===== config.mk =====
export PLATFORM = sky130hd
export DESIGN_NAME = rr_arbiter_8
export DESIGN_NICKNAME = d
export VERILOG_FILES = /design/src/rtl/rr_arbiter_8.sv
export SDC_FILE = /design/constraint.sdc
export NUM_CORES = 1
export LEC_CHECK = 0
export CELL_PAD_IN_SITES_DETAIL_PLACEMENT = 0
export CELL_PAD_IN_SITES_GLOBAL_PLACEMENT = 1
export CORE_MARGIN = 2
export CORE_UTILIZATION = 49
export CTS_BUF_LIST = sky130_fd_sc_hd__clkbuf_2 sky130_fd_sc_hd__clkbuf_4 sky130_fd_sc_hd__clkbuf_8
export CTS_CLUSTER_SIZE = 40
export DETAILED_ROUTE_END_ITERATION = 16
export HOLD_SLACK_MARGIN = 0.02
export PLACE_DENSITY = 0.95
export RECOVER_POWER = 50
export SLEW_MARGIN = 20
export SYNTH_ARGS = -nofsm -noshare
export SYNTH_HDL_FRONTEND = slang
export SYNTH_SLANG_ARGS = --single-unit

===== constraint.sdc =====
create_clock -name clk -period 8.5 [get_ports clk]
set_clock_uncertainty 0.15 [all_clocks]
set_input_delay 0.85 -clock clk [delete_from_list [all_inputs] [get_ports clk]]
set_output_delay 0.85 -clock clk [all_outputs]
set_load 0.1 [all_outputs]

===== src/rtl/rr_arbiter_8.sv =====
// 8-way round-robin arbiter with a registered one-hot grant, a per-owner hold
// limit and a one-cycle turnaround between grants.
module rr_arbiter_8 #(
  parameter int unsigned MAX_HOLD = 16,
  parameter int unsigned CNT_W    = 5
) (
  input  logic       clk,
  input  logic       reset,
  input  logic [7:0] req,
  input  logic       rel,
  output logic [7:0] gnt,
  output logic [2:0] gnt_idx,
  output logic       gnt_valid,
  output logic       timeout
);

  localparam int unsigned N     = 8;
  localparam int unsigned IDX_W = 3;
  localparam logic [CNT_W-1:0] HOLD_LIMIT = CNT_W'(MAX_HOLD);
  localparam logic [CNT_W-1:0] CNT_ONE    = CNT_W'(1);

  typedef enum logic {
    IDLE  = 1'b0,
    GRANT = 1'b1
  } state_t;

  state_t             state, state_nxt;
  logic [IDX_W-1:0]   ptr, ptr_nxt;
  logic [CNT_W-1:0]   hold_cnt, hold_nxt;
  logic [IDX_W-1:0]   idx_nxt;
  logic               valid_nxt;
  logic               timeout_nxt;
  logic [N-1:0]       gnt_nxt;
  logic [IDX_W-1:0]   winner;
  logic [IDX_W-1:0]   cand;
  logic               found;

  // First requester at or after ptr, wrapping modulo 8.
  always_comb begin
    found  = 1'b0;
    winner = ptr;
    cand   = '0;
    for (int i = 0; i < N; i++) begin
      cand = ptr + IDX_W'(i);
      if (!found && req[cand]) begin
        found  = 1'b1;
        winner = cand;
      end
    end
  end

  // Next state and next registered outputs.
  always_comb begin
    state_nxt   = state;
    ptr_nxt     = ptr;
    hold_nxt    = hold_cnt;
    idx_nxt     = gnt_idx;
    valid_nxt   = gnt_valid;
    timeout_nxt = 1'b0;
    case (state)
      IDLE: begin
        if (found) begin
          state_nxt = GRANT;
          idx_nxt   = winner;
          valid_nxt = 1'b1;
          hold_nxt  = CNT_ONE;
        end
      end
      GRANT: begin
        if (rel || !req[gnt_idx] ||
            ((MAX_HOLD != 0) && (hold_cnt == HOLD_LIMIT))) begin
          // Release outranks the hold limit, so the pulse only fires on a forced exit.
          timeout_nxt = !(rel || !req[gnt_idx]);
          state_nxt   = IDLE;
          valid_nxt   = 1'b0;
          ptr_nxt     = gnt_idx + IDX_W'(1);
          hold_nxt    = '0;
        end else if (hold_cnt != '1) begin
          hold_nxt = hold_cnt + CNT_ONE;
        end
      end
      default: begin
        state_nxt = IDLE;
        valid_nxt = 1'b0;
        hold_nxt  = '0;
      end
    endcase
    gnt_nxt = valid_nxt ? (N'(1) << idx_nxt) : '0;
  end

  always_ff @(posedge clk or posedge reset) begin
    if (reset) begin
      state     <= IDLE;
      ptr       <= '0;
      hold_cnt  <= '0;
      gnt       <= '0;
      gnt_idx   <= '0;
      gnt_valid <= 1'b0;
      timeout   <= 1'b0;
    end else begin
      state     <= state_nxt;
      ptr       <= ptr_nxt;
      hold_cnt  <= hold_nxt;
      gnt       <= gnt_nxt;
      gnt_idx   <= idx_nxt;
      gnt_valid <= valid_nxt;
      timeout   <= timeout_nxt;
    end
  end

endmodule


==> results.yml, run 1 <==
detailed_routing:
  vias_per_cell: 6.16
  drc: 0
  wl_per_cell_um: 16.7
  vias: 1552
  drt_wl_total_mm: 4.21
  firstDrtPassIters: 4
  antenna_left: 0
  drt_iter0_markers: 105
timing:
  post-route-min-period_ps: 4290
  finalSetupViolCount: 0
  tns_ps: 0
  fin_crit_sh_pct: 50.4
  max_freq_mhz: 233
  rsz0062_at_grt: "false"
  slew_headroom_pct: 34.3
  slew_viol_final: 0
  hold_ws_ps: 387
  hold_viol_final: 0
  tightest_slew_ps: 982
floorplan:
  start_util_pct: 50.3
  io-pin-count: 24
  dieHeight_um: 67.6
  die_w_um: 67.6
  rows: 23
  die-area_um2: 4580
  core_area_um2: 3940
synth:
  synth.area.top_cells: "dfrtp_1 (28%), mux4_2 (11%), ha_1 (3.8%), mux2_2 (3.4%), mux2i_1 (3.0%)"
  netlist_top_cells_count: "dfrtp_1 (22), nand2_1 (16), inv_1 (10), mux4_2 (10)"
  avgSynthCellArea_um2: 10.9
  synth_edf_count: 0
  synth_cells: 182
  yosys_register_bits: 22
  async_flop_share_pct: 100
  yosysMostFrequentCell: "dfrtp_1"
  ys.flop_type: "dfrtp_1"
  synth_warnings: 0
  syn_nets: 199
  syn-cell-area_um2: 1980
  synth_top_cell_area_share_pct: 27.7
  yosysSeqAreaShare_pct: 27.7
  synth_cell_types: 61
  synth_area_leader_cell: "dfrtp_1"
cells_and_area:
  final-instance-count-excl-fill: 252
  num-fill-cells: 321
  nNetsFinal: 220
  num_antenna_cells: 0
  area_delta_synth_final_pct: 14.0
  final_layout_size_suffix_gt1_share_pct: 19.3
clock_network:
  cts.path.max_buffers: 2
  insertion_delay_ps: 270
  hold_buffers: 0
  cts_tree: "yes"
  cts_resized: 0
  clock_sinks: 22
  cts_setup_buffers: 0
  cts_max_level: 1
  root_buffer: "clkbuf_8"
  cts_buffers: 3
  cts.clk_slew.worst_paths_ps: 80
placement:
  numPortBuffers: 23
  dp_hpwl_mm: 3.12
  routabilityCongestion: 0.853
  dp_cells: 248
worst_setup_path:
  path_class: "reg -> reg"
  path_cells: "inv_1 > ha_1 > mux4_1 > mux2i_1 > and4_1 > a31oi_1 > o32ai_1 > a211oi_4 > nor3b_1"
  cp.arrival_ps: 4320
  path_max_fanout: 14
  cp-end-kind: "flip-flop"
  critPathRequiredTime_ps: 8530
  cp-start-kind: "flip-flop"
  critPathCapture: "gnt[3]"
  r2r-start: "ptr[0]"
  r2r_slack_ps: 4210
  cp_slowest_cell: "a31oi_1"
  crit_start: "ptr[0]"
  reg2reg_depth: 9
  cpPeakStageDelay_ps: 770
  reg2reg_to: "gnt[3]"
global_route:
  grt-ovfl-total: 0
  grt_max_degree: 23
  busiest_layer: "met2"
  antenna_found_initial: 0
  grt_usage_pct: 20.2
  use_met3_pct: 3.67
  grt_pass1_vias: 1464
  grt_pass1_wl_mm: 6.96
  met1_usage_pct: 28.1
  use_met2_pct: 33.5
status:
  outcome: "finished clean"
job:
  maxCapViolCount: 0
hold_path:
  hold_path.class: "reg -> reg"
## registers in the layout (all words and copies together), names as in the netlist
name	flops
gnt	8
ptr	3
timeout	1
gnt_idx	3
hold_cnt	5
state	1
gnt_valid	1
## area by class of cell
class,count,area [um^2],area share (%)
clock buffers,3,41.3,1.83
repair buffers,24,238,10.5
flip-flops and latches,22,551,24.3
clock inverters,1,30.0,1.33
multi-input cells,142,1300,57.6
inverters,10,37.5,1.66
well taps,50,62.6,2.77
## worst min path at each step
stage / slack, ps / cells after the start / startpoint / endpoint
2_1_floorplan: 340 / 1 / hold_cnt[4] / hold_cnt[4]
3_3_place_gp: 370 / 1 / hold_cnt[4] / hold_cnt[4]
3_5_place_dp: 370 / 1 / hold_cnt[4] / hold_cnt[4]
4_1_cts: 390 / 1 / hold_cnt[4] / hold_cnt[4]
5_1_grt: 430 / 1 / hold_cnt[4] / hold_cnt[4]
6_report: 390 / 1 / hold_cnt[4] / hold_cnt[4]
## cell usage in the layout (no fill, tap or decap), types with 3 or more instances in the layout
| cell type | Yosys | routed |
|---|---|---|
| a21oi_1 | 6 | 6 |
| a31oi_1 | 3 | 3 |
| a32o_1 | 3 | 3 |
| clkbuf_8 | 3 | 3 |
| clkdlybuf4s50_1 | 0 | 16 |
| dfrtp_1 | 22 | 22 |
| dlygate4sd3_1 | 0 | 7 |
| ha_1 | 6 | 6 |
| inv_1 | 10 | 10 |
| mux2_2 | 6 | 6 |
| mux2_4 | 4 | 4 |
| mux2i_1 | 6 | 6 |
| mux4_2 | 10 | 10 |
| nand2_1 | 16 | 16 |
| nand4_1 | 3 | 3 |
| nand4b_1 | 3 | 3 |
| nor2_1 | 8 | 8 |
| nor3_1 | 8 | 8 |
| nor3b_1 | 3 | 3 |
| o211a_1 | 3 | 3 |
| o21ai_0 | 5 | 5 |
| xnor2_1 | 4 | 4 |
## cells by family (layout without fill, tap and decap cells)
kind of cell	Yosys count	in the layout	synth area share, %
xor+xnor	5	5	2.21
simple gates	66	66	20.9
flops	22	22	27.7
fa+ha+maj	6	6	3.78
buf+inv	18	38	6.62
compound gates	37	37	15.3
mux	28	28	23.5
## metrics by stage
stage          area, um^2  worst slack [ps]  util [%]
2_1_floorplan        1980              5030         -
3_3_place_gp         2190              4340      55.6
3_5_place_dp         2190              4210      55.6
4_1_cts              2260              4180      57.4
5_1_grt              2260              3880      57.4
6_report             2260              4210      57.4
## routing by layer
| metal | wire length [um] | up-vias |
|---|---|---|
| li1 | - | 751 |
| met4 | 10 | 0 |
| met1 | 1850 | 759 |
| met3 | 225 | 2 |
| met5 | 0 | - |
| met2 | 2120 | 40 |
## worst max-delay path, delay by kind of cell, from the launching register on
family / cells / cell delay, ps
buf+inv: 1 / 200
fa+ha+maj: 1 / 630
compound gates: 3 / 1460
mux: 2 / 560
flops: 1 / 710
simple gates: 2 / 480
Power of run 1 is not shown: default switching activity piles up to over one toggle a cycle in this logic, so the estimate is an artifact.
==> inputs of run 2 (changes only) <==
--- a/config.mk
+++ b/config.mk
@@ -8,12 +8,12 @@
 export CELL_PAD_IN_SITES_DETAIL_PLACEMENT = 0
 export CELL_PAD_IN_SITES_GLOBAL_PLACEMENT = 1
 export CORE_MARGIN = 2
-export CORE_UTILIZATION = 49
+export CORE_UTILIZATION = 46
 export CTS_BUF_LIST = sky130_fd_sc_hd__clkbuf_2 sky130_fd_sc_hd__clkbuf_4 sky130_fd_sc_hd__clkbuf_8
 export CTS_CLUSTER_SIZE = 40
 export DETAILED_ROUTE_END_ITERATION = 16
 export HOLD_SLACK_MARGIN = 0.02
-export PLACE_DENSITY = 0.95
+export PLACE_DENSITY = 0.9
 export RECOVER_POWER = 50
 export SLEW_MARGIN = 20
 export SYNTH_ARGS = -nofsm -noshare
==> constraint.sdc (replaced) <==
create_clock -name clk -period 4.1 [get_ports clk]
set_clock_uncertainty 0.15 [all_clocks]
set_input_delay 0.41 -clock clk [delete_from_list [all_inputs] [get_ports clk]]
set_output_delay 0.41 -clock clk [all_outputs]
set_load 0.1 [all_outputs]
==> run 2 against run 1 <==
  * Setup slack worse by 3800 ps
  * Final cell count is 1.2% higher
  * Core utilization is 1.9 points lower
  * Maximum frequency is 18% higher
  * Hold slack better by 17 ps
  * Critical path depth stayed put
  * Cell area is 0.28% higher
  * First-iteration DRC count is 30% lower
  * Non-clock buffer count is 3 higher
==> results.yml, run 2 (synthesis gave the netlist of run 1 again) <==
clock_network:
  cts_max_level: 1
  insertion_delay_ps: 260
  cts_resized: 0
  cts_buffers: 3
  cts_setup_buffers: 0
  clock_sinks: 22
  cts.path.max_buffers: 2
  hold_buffers: 0
  cts.clk_slew.worst_paths_ps: 80
  root_buffer: "clkbuf_8"
  cts_tree: "yes"
worst_setup_path:
  cp.arrival_ps: 3680
  path_delay_family: "multiplexers"
  path_class: "reg -> reg"
  cpPeakStageDelay_ps: 720
  r2r-start: "ptr[0]"
  reg2reg_to: "gnt[3]"
  reg2reg_depth: 9
  cp-start-kind: "flip-flop"
  path_cells: "inv_1 > ha_1 > mux4_1 > mux2i_1 > and4_1 > o211ai_1 > and2_1 > a211oi_4 > nor3b_1"
  path_max_fanout: 12
  cp-end-kind: "flip-flop"
  path_buf_inv: 1
  r2r_slack_ps: 450
  critPathRequiredTime_ps: 4130
  cp_slowest_cell: "mux4_1"
detailed_routing:
  drc: 0
  drt_wl_total_mm: 4.73
  vias_per_cell: 6.44
  wl_per_cell_um: 18.6
  antenna_left: 0
  vias: 1642
  drt_iter0_markers: 73
  firstDrtPassIters: 4
global_route:
  grt-ovfl-total: 0
  grt_max_degree: 23
  grt_pass1_wl_mm: 8.11
  grt_usage_pct: 20.5
  grt_pass1_vias: 1619
  antenna_found_initial: 0
floorplan:
  core_area_um2: 4090
  dieHeight_um: 69.7
  io-pin-count: 24
  die-area_um2: 4860
  rows: 23
  die_w_um: 69.7
  start_util_pct: 48.6
status:
  outcome: "finished clean"
hold_path:
  holdPathStages: 1
  holdPathEnd: "hold_cnt[4]"
  hold_path.class: "reg -> reg"
  min_from: "hold_cnt[4]"
cells_and_area:
  layout_common_cells: "dfrtp_1 (22), nand2_1 (16), clkdlybuf4s50_1 (16), mux4_2 (10), inv_1 (10)"
  final_common_cell: "dfrtp_1"
  fin_util_pct: 55.5
  area_delta_synth_final_pct: 14.3
  num_antenna_cells: 0
  final_layout_size_suffix_gt1_share_pct: 20.5
  reg_top3: "gnt: 8 flops, hold_cnt: 5 flops"
  regMostFlops: "gnt"
  largest_reg_flops: 8
  nNetsFinal: 223
timing:
  tightest_slew_ps: 985
  slew_viol_final: 0
  tns_ps: 0
  finalSetupViolCount: 0
  setup_slack_ps: 453
  max_freq_mhz: 274
  rsz0062_at_grt: "false"
  fin_crit_sh_pct: 88.9
  slew_headroom_pct: 34.1
  hold_viol_final: 0
  post-route-min-period_ps: 3650
  hold_ws_ps: 404
placement:
  dp_slack_ps: 506
  dp_hpwl_mm: 3.54
  numPortBuffers: 23
  routabilityCongestion: 0.878
job:
  maxCapViolCount: 0
[run 2: cell type report]
cell class,count,area (um^2)
fillers,375,1820
multi-input cells,142,1300
flip-flops and latches,22,551
repair buffers,27,260
well taps,50,62.6
clock buffers,4,55.1
inverters,10,37.5
[run 2: layer usage]
| layer | vias to the layer above | share of wire [%] | global-route usage, % |
|---|---|---|---|
| met5 | - | 0 | 0 |
| met4 | 0 | 1.8 | 6.62 |
| met3 | 8 | 4.6 | 3.92 |
| met2 | 49 | 53 | 36.5 |
| met1 | 834 | 41 | 24.8 |
| li1 | 751 | - | - |
[run 2: how the worst max path moves through the flow]
| stage | endpoint | depth (start not counted) | startpoint | slack (ps) |
|---|---|---|---|---|
| 6_report | gnt[3] | 9 | ptr[0] | 450 |
| 5_1_grt | gnt[3] | 9 | ptr[0] | 130 |
| 4_1_cts | gnt[3] | 9 | ptr[0] | 460 |
| 3_5_place_dp | gnt[3] | 9 | ptr[0] | 510 |
| 3_3_place_gp | gnt[6] | 9 | ptr[0] | 600 |
| 2_1_floorplan | gnt[6] | 11 | ptr[0] | 630 |
[run 2: worst reg2reg max path: stages (launching register included)]
cell      delay, ps
dfrtp_1         350
inv_1           100
ha_1            630
mux4_1          720
mux2i_1         240
and4_1          360
o211ai_1        200
and2_1          230
a211oi_4        350
nor3b_1         240
[run 2: through the flow]
| step | std cells | area, um^2 |
|---|---|---|
| detailed placement | 251 | 2210 |
| CTS | 255 | 2270 |
| finish | 255 | 2270 |
| global placement | 251 | 2210 |
| global route | 255 | 2270 |
| floorplan | 182 | 1980 |
Power of run 2 is left out for the same reason.
==> variant: new RTL, config.mk and constraints of run 2 <==
The output `timeout` loses its register stage (`timeout` becomes a continuous assignment).
--- a/src/rtl/rr_arbiter_8.sv
+++ b/src/rtl/rr_arbiter_8.sv
@@ -96,7 +96,6 @@
       gnt       <= '0;
       gnt_idx   <= '0;
       gnt_valid <= 1'b0;
-      timeout   <= 1'b0;
     end else begin
       state     <= state_nxt;
       ptr       <= ptr_nxt;
@@ -104,9 +103,10 @@
       gnt       <= gnt_nxt;
       gnt_idx   <= idx_nxt;
       gnt_valid <= valid_nxt;
-      timeout   <= timeout_nxt;
     end
   end
 
+  assign timeout = timeout_nxt;
+
 endmodule
 
Formal check against the unedited RTL: same outputs for any inputs over 10 cycles, from zero or initial values and one cycle with reset high; that may be too few to reach the edited logic, so the function may still have changed.
==> variant against run 2 <==
Die area shrank 1.2%; setup slack worse by 80 ps; wire length down 0.87%; synthesized area shrank 1.3%; final cell count down 0.78%; sequential cell count decreased by 1; global-route usage fell by 0.43 points; cell area shrank 1.7%; utilization fell by 0.56 points; via count fell by 0.61%; count of clock-buffer cells in the layout down 1; first-iteration DRC count rose by 52%.
Power is left out: the tool's default activity adds up to more than one toggle a clock period on the data nets, which glitch-free logic cannot reach.
==> variant: results <==
{
  "status": "finished clean",
  "nNetsFinal": 221,
  "critical_path.max_stage_delay_ps": 730,
  "global_route.usage.met1_pct": 26.3,
  "globalRouteMet3Util_pct": 3.78,
  "cts_inserted_buffers": 3,
  "drtIter0Drc": 111,
  "grt.overflow.total": 0,
  "min_path_cells": 1,
  "via_count_of_the_first_global_routing_pass": 1591,
  "timing_worst_slew_pin_value_ps": 986,
  "mean_routed_wirelength_per_cell_um": 18.5,
  "wl_met2_mm": 2.24,
  "reg2reg_slack_ps": 370,
  "worstHoldEndpoint": "hold_cnt[4]",
  "final.fill_count": 332,
  "htreeDepth": 1,
  "share_of_cells_above_drive_strength_1_pct": 21.2,
  "sequential_share_of_the_synthesized_area_pct": 26.8,
  "largest_registers_in_the_final_layout": "gnt: 8 flops, hold_cnt: 5 flops",
  "critPathCapture": "gnt[7]",
  "pin_count_of_the_biggest_net_entering_global_routing": 22,
  "global_route.usage.total_pct": 20.0,
  "route.layer.met1.wl_mm": 2.01,
  "netlist_top_cells_area": "sky130_fd_sc_hd__dfrtp_1 27%, sky130_fd_sc_hd__mux4_2 11%, sky130_fd_sc_hd__ha_1 3.8%, sky130_fd_sc_hd__mux2_2 3.4%, sky130_fd_sc_hd__mux2i_1 3.1%",
  "place.detailed.hpwl_mm": 3.66,
  "preCtsSetupSlack_ps": 417,
  "timing.critical_path.arrival_ps": 3770,
  "place.gp.congestion": 0.873,
  "vias_per_cell": 6.45,
  "synth_fp_nets": 198,
  "reg2reg_depth": 9,
  "dr.pass1.iters": 4,
  "async_reset_ff_share_pct": 100,
  "worst_setup_path_startpoint": "ptr[0]",
  "synth_common_cells": "21 x sky130_fd_sc_hd__dfrtp_1, 16 x sky130_fd_sc_hd__nand2_1, 10 x sky130_fd_sc_hd__inv_1, 10 x sky130_fd_sc_hd__mux4_2",
  "final.hold.worst_slack_ps": 383,
  "synth.yosys.warnings": 0,
  "global_route_wire_length_before_repair_mm": 7.78,
  "clock_tree_root_driver_cell": "sky130_fd_sc_hd__clkbuf_8",
  "clkSlewWorstSetupHoldPaths_ps": 70,
  "critPathSlowestCell": "sky130_fd_sc_hd__mux4_1",
  "met3WireLength_um": 252,
  "cts_resized": 0,
  "total_inserted_antenna_cells": 0,
  "grt_util_met2_pct": 32.3,
  "final_critical_path_setup_slack_ps": 373
}
-- variant: changes by cell type in the layout (fill, tap and decap cells not counted), sizes merged --
cell,run 2,this run
clkinv,0,1
dfrtp,22,21
clkbuf,4,3
clkdlybuf4s50,16,15
-- variant: area by class of cell --
type | instances | area [um2] | share of cell area [%]
Sequential cell | 21 | 526 | 23.6
Tap cell | 50 | 62.6 | 2.81
Clock buffer | 3 | 41.3 | 1.85
Clock inverter | 1 | 5.00 | 0.224
Inverter | 10 | 37.5 | 1.68
Multi-Input combinational cell | 142 | 1310 | 58.6
Timing Repair Buffer | 26 | 250 | 11.2
-- variant: kinds of logic after synthesis --
logic type	synth area share [%]
buffers and inverters	6.71
AO/OA/AOI/OAI	15.5
adder cells (fa/ha/maj)	3.83
flip-flops	26.8
XOR/XNOR	2.23
AND/OR/NAND/NOR	21.1
multiplexers	23.8
-- variant: through the flow --
step	std cells	cell area, um2
after floorplan	181	1960
after global placement	249	2180
after detailed placement	249	2180
after CTS	253	2230
after global routing	253	2230
final	253	2230
